`src/rtl/room_occupancy_counter_if.sv`:
```
// ============================================================================
// Module : room_occupancy_counter_if
// Brief  : Button inputs and occupancy outputs of the room occupancy counter.
// Rev    : 1.0 - initial release
// ============================================================================
`default_nettype none

interface room_occupancy_counter_if;
  logic [2:0] enter;
  logic [2:0] leave;
  logic [2:0] C1;
  logic [2:0] C2;
  logic [2:0] C3;
  logic [4:0] total;
  logic       overflow;
  logic       underflow;

  modport master (
    output enter, leave,
    input  C1, C2, C3, total, overflow, underflow
  );

  modport slave (
    input  enter, leave,
    output C1, C2, C3, total, overflow, underflow
  );
endinterface

`default_nettype wire

```
`src/rtl/room_occupancy_counter.sv`:
```
// ============================================================================
// Module : room_occupancy_counter
// Brief  : Synchronise, debounce and edge-detect six buttons; keep three
//          saturating 3-bit room counts with total and fault pulses.
// Rev    : 1.0 - initial release
// ============================================================================
`default_nettype none

module room_occupancy_counter #(
  parameter int DEBOUNCE_CYCLES = 1000000
) (
  input  wire logic                clock,
  input  wire logic                reset,
  room_occupancy_counter_if.slave  bus
);

  localparam int              CNT_W   = (DEBOUNCE_CYCLES > 1) ? $clog2(DEBOUNCE_CYCLES) : 1;
  localparam logic [CNT_W-1:0] CNT_MAX = CNT_W'(DEBOUNCE_CYCLES - 1);

  // Bits 2:0 are the entry buttons, bits 5:3 the exit buttons.
  logic [5:0] w_raw;
  logic [5:0] r_s1;
  logic [5:0] r_s2;
  logic [5:0] w_db;
  logic [5:0] r_db_d;
  logic [5:0] w_press;
  logic [8:0] w_count;
  logic [2:0] w_ovf;
  logic [2:0] w_unf;
  logic       r_overflow;
  logic       r_underflow;

  assign w_raw = {bus.leave, bus.enter};

  always_ff @(posedge clock or posedge reset) begin
    if (reset) begin
      r_s1   <= '0;
      r_s2   <= '0;
      r_db_d <= '0;
    end else begin
      r_s1   <= w_raw;
      r_s2   <= r_s1;
      r_db_d <= w_db;
    end
  end

  generate
    for (genvar i = 0; i < 6; i++) begin : g_debounce
      logic [CNT_W-1:0] r_cnt;
      logic             r_level;

      // Any sample agreeing with the current level restarts the stability count.
      always_ff @(posedge clock or posedge reset) begin
        if (reset) begin
          r_cnt   <= '0;
          r_level <= 1'b0;
        end else if (r_s2[i] != r_level) begin
          if (r_cnt == CNT_MAX) begin
            r_level <= r_s2[i];
            r_cnt   <= '0;
          end else begin
            r_cnt <= r_cnt + 1'b1;
          end
        end else begin
          r_cnt <= '0;
        end
      end

      assign w_db[i] = r_level;
    end
  endgenerate

  assign w_press = w_db & ~r_db_d;

  generate
    for (genvar r = 0; r < 3; r++) begin : g_room
      logic       w_enter_only;
      logic       w_leave_only;
      logic [2:0] r_value;

      // Simultaneous entry and exit cancel out with no fault.
      assign w_enter_only = w_press[r] & ~w_press[r+3];
      assign w_leave_only = w_press[r+3] & ~w_press[r];
      assign w_ovf[r]     = w_enter_only & (r_value == 3'd7);
      assign w_unf[r]     = w_leave_only & (r_value == 3'd0);

      always_ff @(posedge clock or posedge reset) begin
        if (reset) begin
          r_value <= 3'd0;
        end else if (w_enter_only && (r_value != 3'd7)) begin
          r_value <= r_value + 3'd1;
        end else if (w_leave_only && (r_value != 3'd0)) begin
          r_value <= r_value - 3'd1;
        end
      end

      assign w_count[3*r +: 3] = r_value;
    end
  endgenerate

  always_ff @(posedge clock or posedge reset) begin
    if (reset) begin
      r_overflow  <= 1'b0;
      r_underflow <= 1'b0;
    end else begin
      r_overflow  <= |w_ovf;
      r_underflow <= |w_unf;
    end
  end

  assign bus.C1        = w_count[2:0];
  assign bus.C2        = w_count[5:3];
  assign bus.C3        = w_count[8:6];
  assign bus.total     = {2'b00, w_count[2:0]} + {2'b00, w_count[5:3]} + {2'b00, w_count[8:6]};
  assign bus.overflow  = r_overflow;
  assign bus.underflow = r_underflow;

endmodule

`default_nettype wire

```
`src/flat_wrapper.sv`:
```
// flat-port wrapper written by rule: the top's interface ports become plain ports
module room_occupancy_counter_flat 
#(
  parameter int DEBOUNCE_CYCLES = 1000000
)
  (clock, reset, bus_enter, bus_leave, bus_C1, bus_C2, bus_C3, bus_total, bus_overflow, bus_underflow);
  room_occupancy_counter_if bus_i ();
  input  wire logic clock;
  input  wire logic reset;
  input wire logic [$bits(bus_i.enter)-1:0] bus_enter;
  input wire logic [$bits(bus_i.leave)-1:0] bus_leave;
  output wire logic [$bits(bus_i.C1)-1:0] bus_C1;
  output wire logic [$bits(bus_i.C2)-1:0] bus_C2;
  output wire logic [$bits(bus_i.C3)-1:0] bus_C3;
  output wire logic [$bits(bus_i.total)-1:0] bus_total;
  output wire logic [$bits(bus_i.overflow)-1:0] bus_overflow;
  output wire logic [$bits(bus_i.underflow)-1:0] bus_underflow;
  assign bus_i.enter = bus_enter;
  assign bus_i.leave = bus_leave;
  assign bus_C1 = bus_i.C1;
  assign bus_C2 = bus_i.C2;
  assign bus_C3 = bus_i.C3;
  assign bus_total = bus_i.total;
  assign bus_overflow = bus_i.overflow;
  assign bus_underflow = bus_i.underflow;
  room_occupancy_counter #(.DEBOUNCE_CYCLES(DEBOUNCE_CYCLES)) u_core (.clock(clock), .reset(reset), .bus(bus_i));
endmodule
```
`config.mk`:
```
export PLATFORM = sky130hd
export DESIGN_NAME = room_occupancy_counter_flat
export DESIGN_NICKNAME = d
export VERILOG_FILES = /design/src/rtl/room_occupancy_counter_if.sv /design/src/rtl/room_occupancy_counter.sv /design/src/flat_wrapper.sv
export SDC_FILE = /design/constraint.sdc
export NUM_CORES = 1
export LEC_CHECK = 0
export CAP_MARGIN = 10
export CORE_ASPECT_RATIO = 0.6
export CORE_MARGIN = 2
export CORE_UTILIZATION = 40
export DETAILED_ROUTE_END_ITERATION = 8
export PLACE_DENSITY = 0.54
export SYNTH_ARGS = -nofsm -noshare
export SYNTH_HDL_FRONTEND = slang
export SYNTH_SLANG_ARGS = --single-unit
```
`constraint.sdc`:
```
create_clock -name clock -period 8 [get_ports clock]
set_clock_uncertainty 0.2 [all_clocks]
set_input_delay 1.2 -clock clock [delete_from_list [all_inputs] [get_ports clock]]
set_output_delay 1.2 -clock clock [all_outputs]
set_load 0.02 [all_outputs]
```
[Word level (Yosys, flattened, before mapping)]
Index checks and enable logic that the tools add are counted.
Operators by class
  $add $sub $neg: 14
  muxes and demuxes: 18
  equality and inequality tests: 18
  bitwise logic cells: 20
  reductions and logical operators: 23
Operators by type and width (count)
  20-bit 2-to-1 mux: 12
  20-bit by 1-bit adder with 20-bit output, second input constant: 6
  20-bit equality test, second input constant: 6
  3-bit 2-to-1 mux: 6
  1-bit AND: 12
  2-bit AND reduction: 6
  3-bit by 1-bit adder with 3-bit output, second input constant: 3
  3-bit equality test, second input constant: 3
  3-bit logical NOT: 3
  3-bit inequality test, second input constant: 3
  3-bit nonzero test: 3
  3-bit by 1-bit subtractor with 3-bit output, second input constant: 3
  6-bit AND: 1
  1-bit logical AND: 6
  1-bit inequality test: 6
  1-bit inverter: 6
  6-bit inverter: 1
  2-bit nonzero test: 3
  3-bit OR reduction: 2
  5-bit by 3-bit adder with 5-bit output: 1
  3-bit by 3-bit adder with 4-bit output: 1
Storage, ports and cells
  bits of input ports: 8
  flip-flop bits (word level): 155
  logic and storage cells: 113

[Logic depth before layout (Yosys ltp)]
  depth in word-level cells: 7
  mapped depth: 9
  depth with buffers taken out: 8

[Worst setup path after synthesis]
Ideal clock, no wire load.
  path kind: register -> output
  start: register u_core.g_room[1].r_value[0], in the netlist u_core.bus.C2[0]
  end: output bus_total[3]
  data required time: 6600 ps
  buffers on the path: 0
  stages on the path, launching flop included: 8
  data arrival time: 2244 ps
  path slack: 4356 ps
  cells stage by stage: dfrtp_1 ha_1 fa_1 xor2_1 ha_1 a21oi_1 nand2_1 xnor2_1
Between the ends
  longest elaborated chain between the ends: 2
Ends and longest elaborated chain
  from (decl): line room_occupancy_counter.sv:79  | logic [2:0] r_value;
  from (signal assigned): line room_occupancy_counter.sv:91  | r_value <= r_value + 3'd1;
  from (signal assigned): line room_occupancy_counter.sv:93  | r_value <= r_value - 3'd1;
  3-bit by 3-bit adder with 4-bit output: line room_occupancy_counter.sv:114  | assign bus.total = {2'b00, w_count[2:0]} + {2'b00, w_count[5:3]} + {2'b00, w_count[8:6]};
  5-bit by 3-bit adder with 5-bit output: line room_occupancy_counter.sv:114
  to (decl): line flat_wrapper.sv:15  | output wire logic [$bits(bus_i.total)-1:0] bus_total;
No other way between the ends.

[Worst setup path in the final report]
  start: register u_core.g_room[0].r_value[0], in the netlist u_core.bus.C1[0]
  end: output bus_total[3]
Between the ends
  longest elaborated chain between the ends: 2
Ends and longest elaborated chain (line)
  from (decl): room_occupancy_counter.sv:79
  from (signal assigned): room_occupancy_counter.sv:91
  from (signal assigned): room_occupancy_counter.sv:93
  3-bit by 3-bit adder with 4-bit output: room_occupancy_counter.sv:114
  5-bit by 3-bit adder with 5-bit output: room_occupancy_counter.sv:114
No other way between the ends.

==> results.yml <==
setup_path:
  crit_type: "flop to output pin"
  critical_path_peak_fanout: 10
  path_buf_inv: 1
  cpLargestDelayFamily: "adder cells"
  path_common_cell: "ha_1"
  cp_slowest_cell: "clkdlybuf4s50_1"
  worstPathArrival_ns: 3.09
  max_stage_delay_ns: 0.62
  cp-start-kind: "flop"
  cp_data_required_time_ns: 6.60
  crit_path_end_kind: "output pin"
  path_cells: "ha_1 -> fa_1 -> xor2_1 -> ha_1 -> a21oi_1 -> nand2_1 -> xnor2_1 -> clkdlybuf4s50_1"
clocking:
  clock_sinks: 155
  cts_resized: 0
  cts_hold_buf: 0
  cts_tree: "yes"
  cts-root-buf: "clkbuf_16"
  post_cts_buffers: 0
  cts_max_path_buffers: 2
  clock_latency_ns: 0.42
  htreeDepth: 4
  path_clk_slew_ns: 0.06
  numCtsBuffers: 17
detailed_routing:
  avgViaCountPerCell: 5.38
  drt_pass1_iterations: 5
  drt_wl_total_um: 16000
  vias: 5988
  postRouteAntennaNets: 0
  drtIter0Drc: 424
  wl_per_cell_um: 14.4
  drcViolationCount: 0
synthesis:
  ys.flop_type: "dfrtp_1"
  ys_ff_latch: 155
  syn_avg_cell_area_um2: 9.67
  yosysTopAreaCellShare_pct: 49.3
  async_reset_ff_share_pct: 100
  synthDistinctLibCells: 51
  synth_area_leaders: "dfrtp_1 (49%), xnor2_1 (5.5%), nor2_1 (4.8%)"
  synth-edff-count: 0
  yosysTopAreaCell: "dfrtp_1"
  syn_inst: 813
  seq_area_frac_synth_pct: 49.3
  syn_area_um2: 7870
  synth_nets: 839
  yosysWarnings: 0
sta:
  setup_viol: 0
  setup_tns_ns: 0
  timing.hold.ws_ns: 0.150
  worst_slew_pin_slew_ns: 0.883
  fin_crit_sh_pct: 56.1
  hold_viol: 0
  relSlewSlack_pct: 41.2
  max_freq_mhz: 223
  slew_violations: 0
  rsz0062_at_grt: "no"
  fin_crit_ns: 4.49
grt:
  grt_max_degree: 89
  grt_pass1_wl_um: 27900
  grt-ovfl-total: 0
  grt_use_total_pct: 16.7
  grt_pass1_vias: 5651
  antenna_found_initial: 0
placement:
  post-place-cells: 1082
  place_congestion: 0.833
  portBuffers: 23
  hpwl_um: 11100
  placed_cell_area_um2: 8380
finish:
  n_antenna_cell: 0
  drive_above_1_share_pct: 7.67
  nets: 861
  syn_to_final_growth_pct: 14.3
  fin_area_um2: 8990
  stdcell_count: 1114
floorplan:
  fp.dieH_um: 113
  die_area_um2: 20800
  start_util_pct: 41.1
  core_area_um2: 19100
  io_pins: 24
  rows: 39
  die_x_um: 185
flow_run:
  cap_viol_max_count: 0
power_and_ir_drop:
  design_power_total_mw: 1.67
  peakVddDrop_v: 0.000138
  p_per_area_nw_per_um2: 186
  power_leakage_nw: 3.52
status:
  outcome: "completed"
min_path:
  min_path_type: "flop to flop"
-- registers in the layout (all words and copies together), names as in the netlist --
signal	flops
u_core.g_debounce.r_cnt	120
u_core.g_debounce.r_level	6
u_core.r_db_d	6
u_core.r_s1	6
u_core.r_s2	6
u_core.bus.C1	3
u_core.bus.C2	3
u_core.bus.C3	3
u_core.bus.overflow	1
u_core.bus.underflow	1
-- worst reg2reg max path, stage by stage (launching register included) --
cell	delay, ns
dfrtp_1	0.43
nor2b_1	0.49
and2_1	0.23
nand2_1	0.08
fa_1	0.56
nor2b_1	0.16
a211oi_1	0.06
a2111oi_0	0.48
-- cells in the final DEF, fill, tap and decap left out, types with 4 or more instances in the layout --
cell type / Yosys / routed
a211oi_1: 10 / 10
a21oi_1: 42 / 42
a31o_2: 5 / 5
and3_1: 13 / 13
buf_4: 1 / 6
clkbuf_16: 0 / 17
clkdlybuf4s50_1: 0 / 23
clkinv_2: 0 / 5
dfrtp_1: 155 / 155
fa_1: 5 / 5
ha_1: 13 / 13
inv_1: 38 / 37
mux2_2: 6 / 6
nand2_1: 36 / 36
nand2b_1: 5 / 5
nand3_1: 60 / 60
nand4_1: 28 / 28
nor2_1: 101 / 101
nor2b_1: 7 / 7
nor3_1: 34 / 34
nor4_1: 21 / 21
nor4b_1: 4 / 4
o21ai_0: 24 / 24
o22ai_1: 4 / 4
o31ai_1: 12 / 9
or2_2: 6 / 6
or3_1: 20 / 20
or4_1: 18 / 18
or4b_1: 4 / 4
xnor2_1: 49 / 49
xor2_1: 34 / 34
-- cell usage after synthesis, drive strengths merged, types with 2 or more instances --
cell type	number
nand2b	5
a41oi	3
buf	8
dfrtp	155
and3	13
o31ai	13
a21oi	42
and2	2
nor2b	7
nor4	21
or4	18
a2111oi	3
or2	6
nand2	36
o22ai	4
a21o	2
nand3	61
a31o	5
o32ai	2
nor2	101
nor3	34
a211oi	10
nand4	29
ha	13
clkbuf	18
fa	5
or3	20
xor2	34
or4b	6
and4	3
nor4b	4
o21ai	26
inv	38
a31oi	2
xnor2	49
mux2	6
-- logic make-up after synthesis --
kind of cell | count (synthesis) | share of synthesized area [%]
muxes | 7 | 0.986
AOI/OAI and AO/OA | 115 | 9.13
and+or+nand+nor | 371 | 24.8
buffers and inverters | 64 | 3.21
DFF | 155 | 49.3
adders and majority gates | 18 | 3.34
xor gates and xnor gates | 83 | 9.24
-- through the flow --
stage,setup WS [ns],util (%)
global placement,3.98,43.8
CTS,3.47,47.0
detailed placement,3.93,43.8
finish,3.51,47.0
global route,3.33,47.0
floorplan,2.42,-
-- final cells by class --
class | count | area, um^2
Clock buffer | 20 | 457
Multi-Input combinational cell | 594 | 3750
Clock inverter | 12 | 146
Inverter | 38 | 148
Fill cell | 1787 | 10100
Sequential cell | 155 | 3880
Timing Repair Buffer | 29 | 275
Tap cell | 266 | 333
-- per-layer routing --
layer / routed length [um] / track usage (%)
met1: 8310 / 24.8
met2: 6760 / 23.5
met3: 732 / 4.45
met4: 232 / 5.56
met5: 0 / 0
-- report_power, final --
| group | internal (mW) | switching, mW | total [mW] |
|---|---|---|---|
| sequential | 0.795 | 0.0104 | 0.805 |
| clock | 0.504 | 0.314 | 0.818 |
| combinational | 0.0138 | 0.0331 | 0.0468 |
-- worst paths after layout --
path	from	endpoint	slack (ns)	depth (start not counted)
min in group asynchronous	reset	u_core.g_debounce[1].r_cnt[9]$_DFF_PP0_	1.10	2
max in group asynchronous	reset	u_core.g_debounce[4].r_cnt[13]$_DFF_PP0_	5.10	3
hold reg to reg	u_core.r_s1[5]$_DFF_PP0_	u_core.r_s2[5]$_DFF_PP0_	0.15	0
hold / removal	u_core.r_s1[5]$_DFF_PP0_	u_core.r_s2[5]$_DFF_PP0_	0.15	0
setup reg to reg	u_core.g_debounce[1].r_level$_DFFE_PP0P_	u_core.bus.C2[1]$_DFFE_PP0P_	5.16	7
setup / recovery	u_core.bus.C1[0]$_DFFE_PP0P_	bus_total[3]	3.51	8
(Power assumes the default switching activity.)
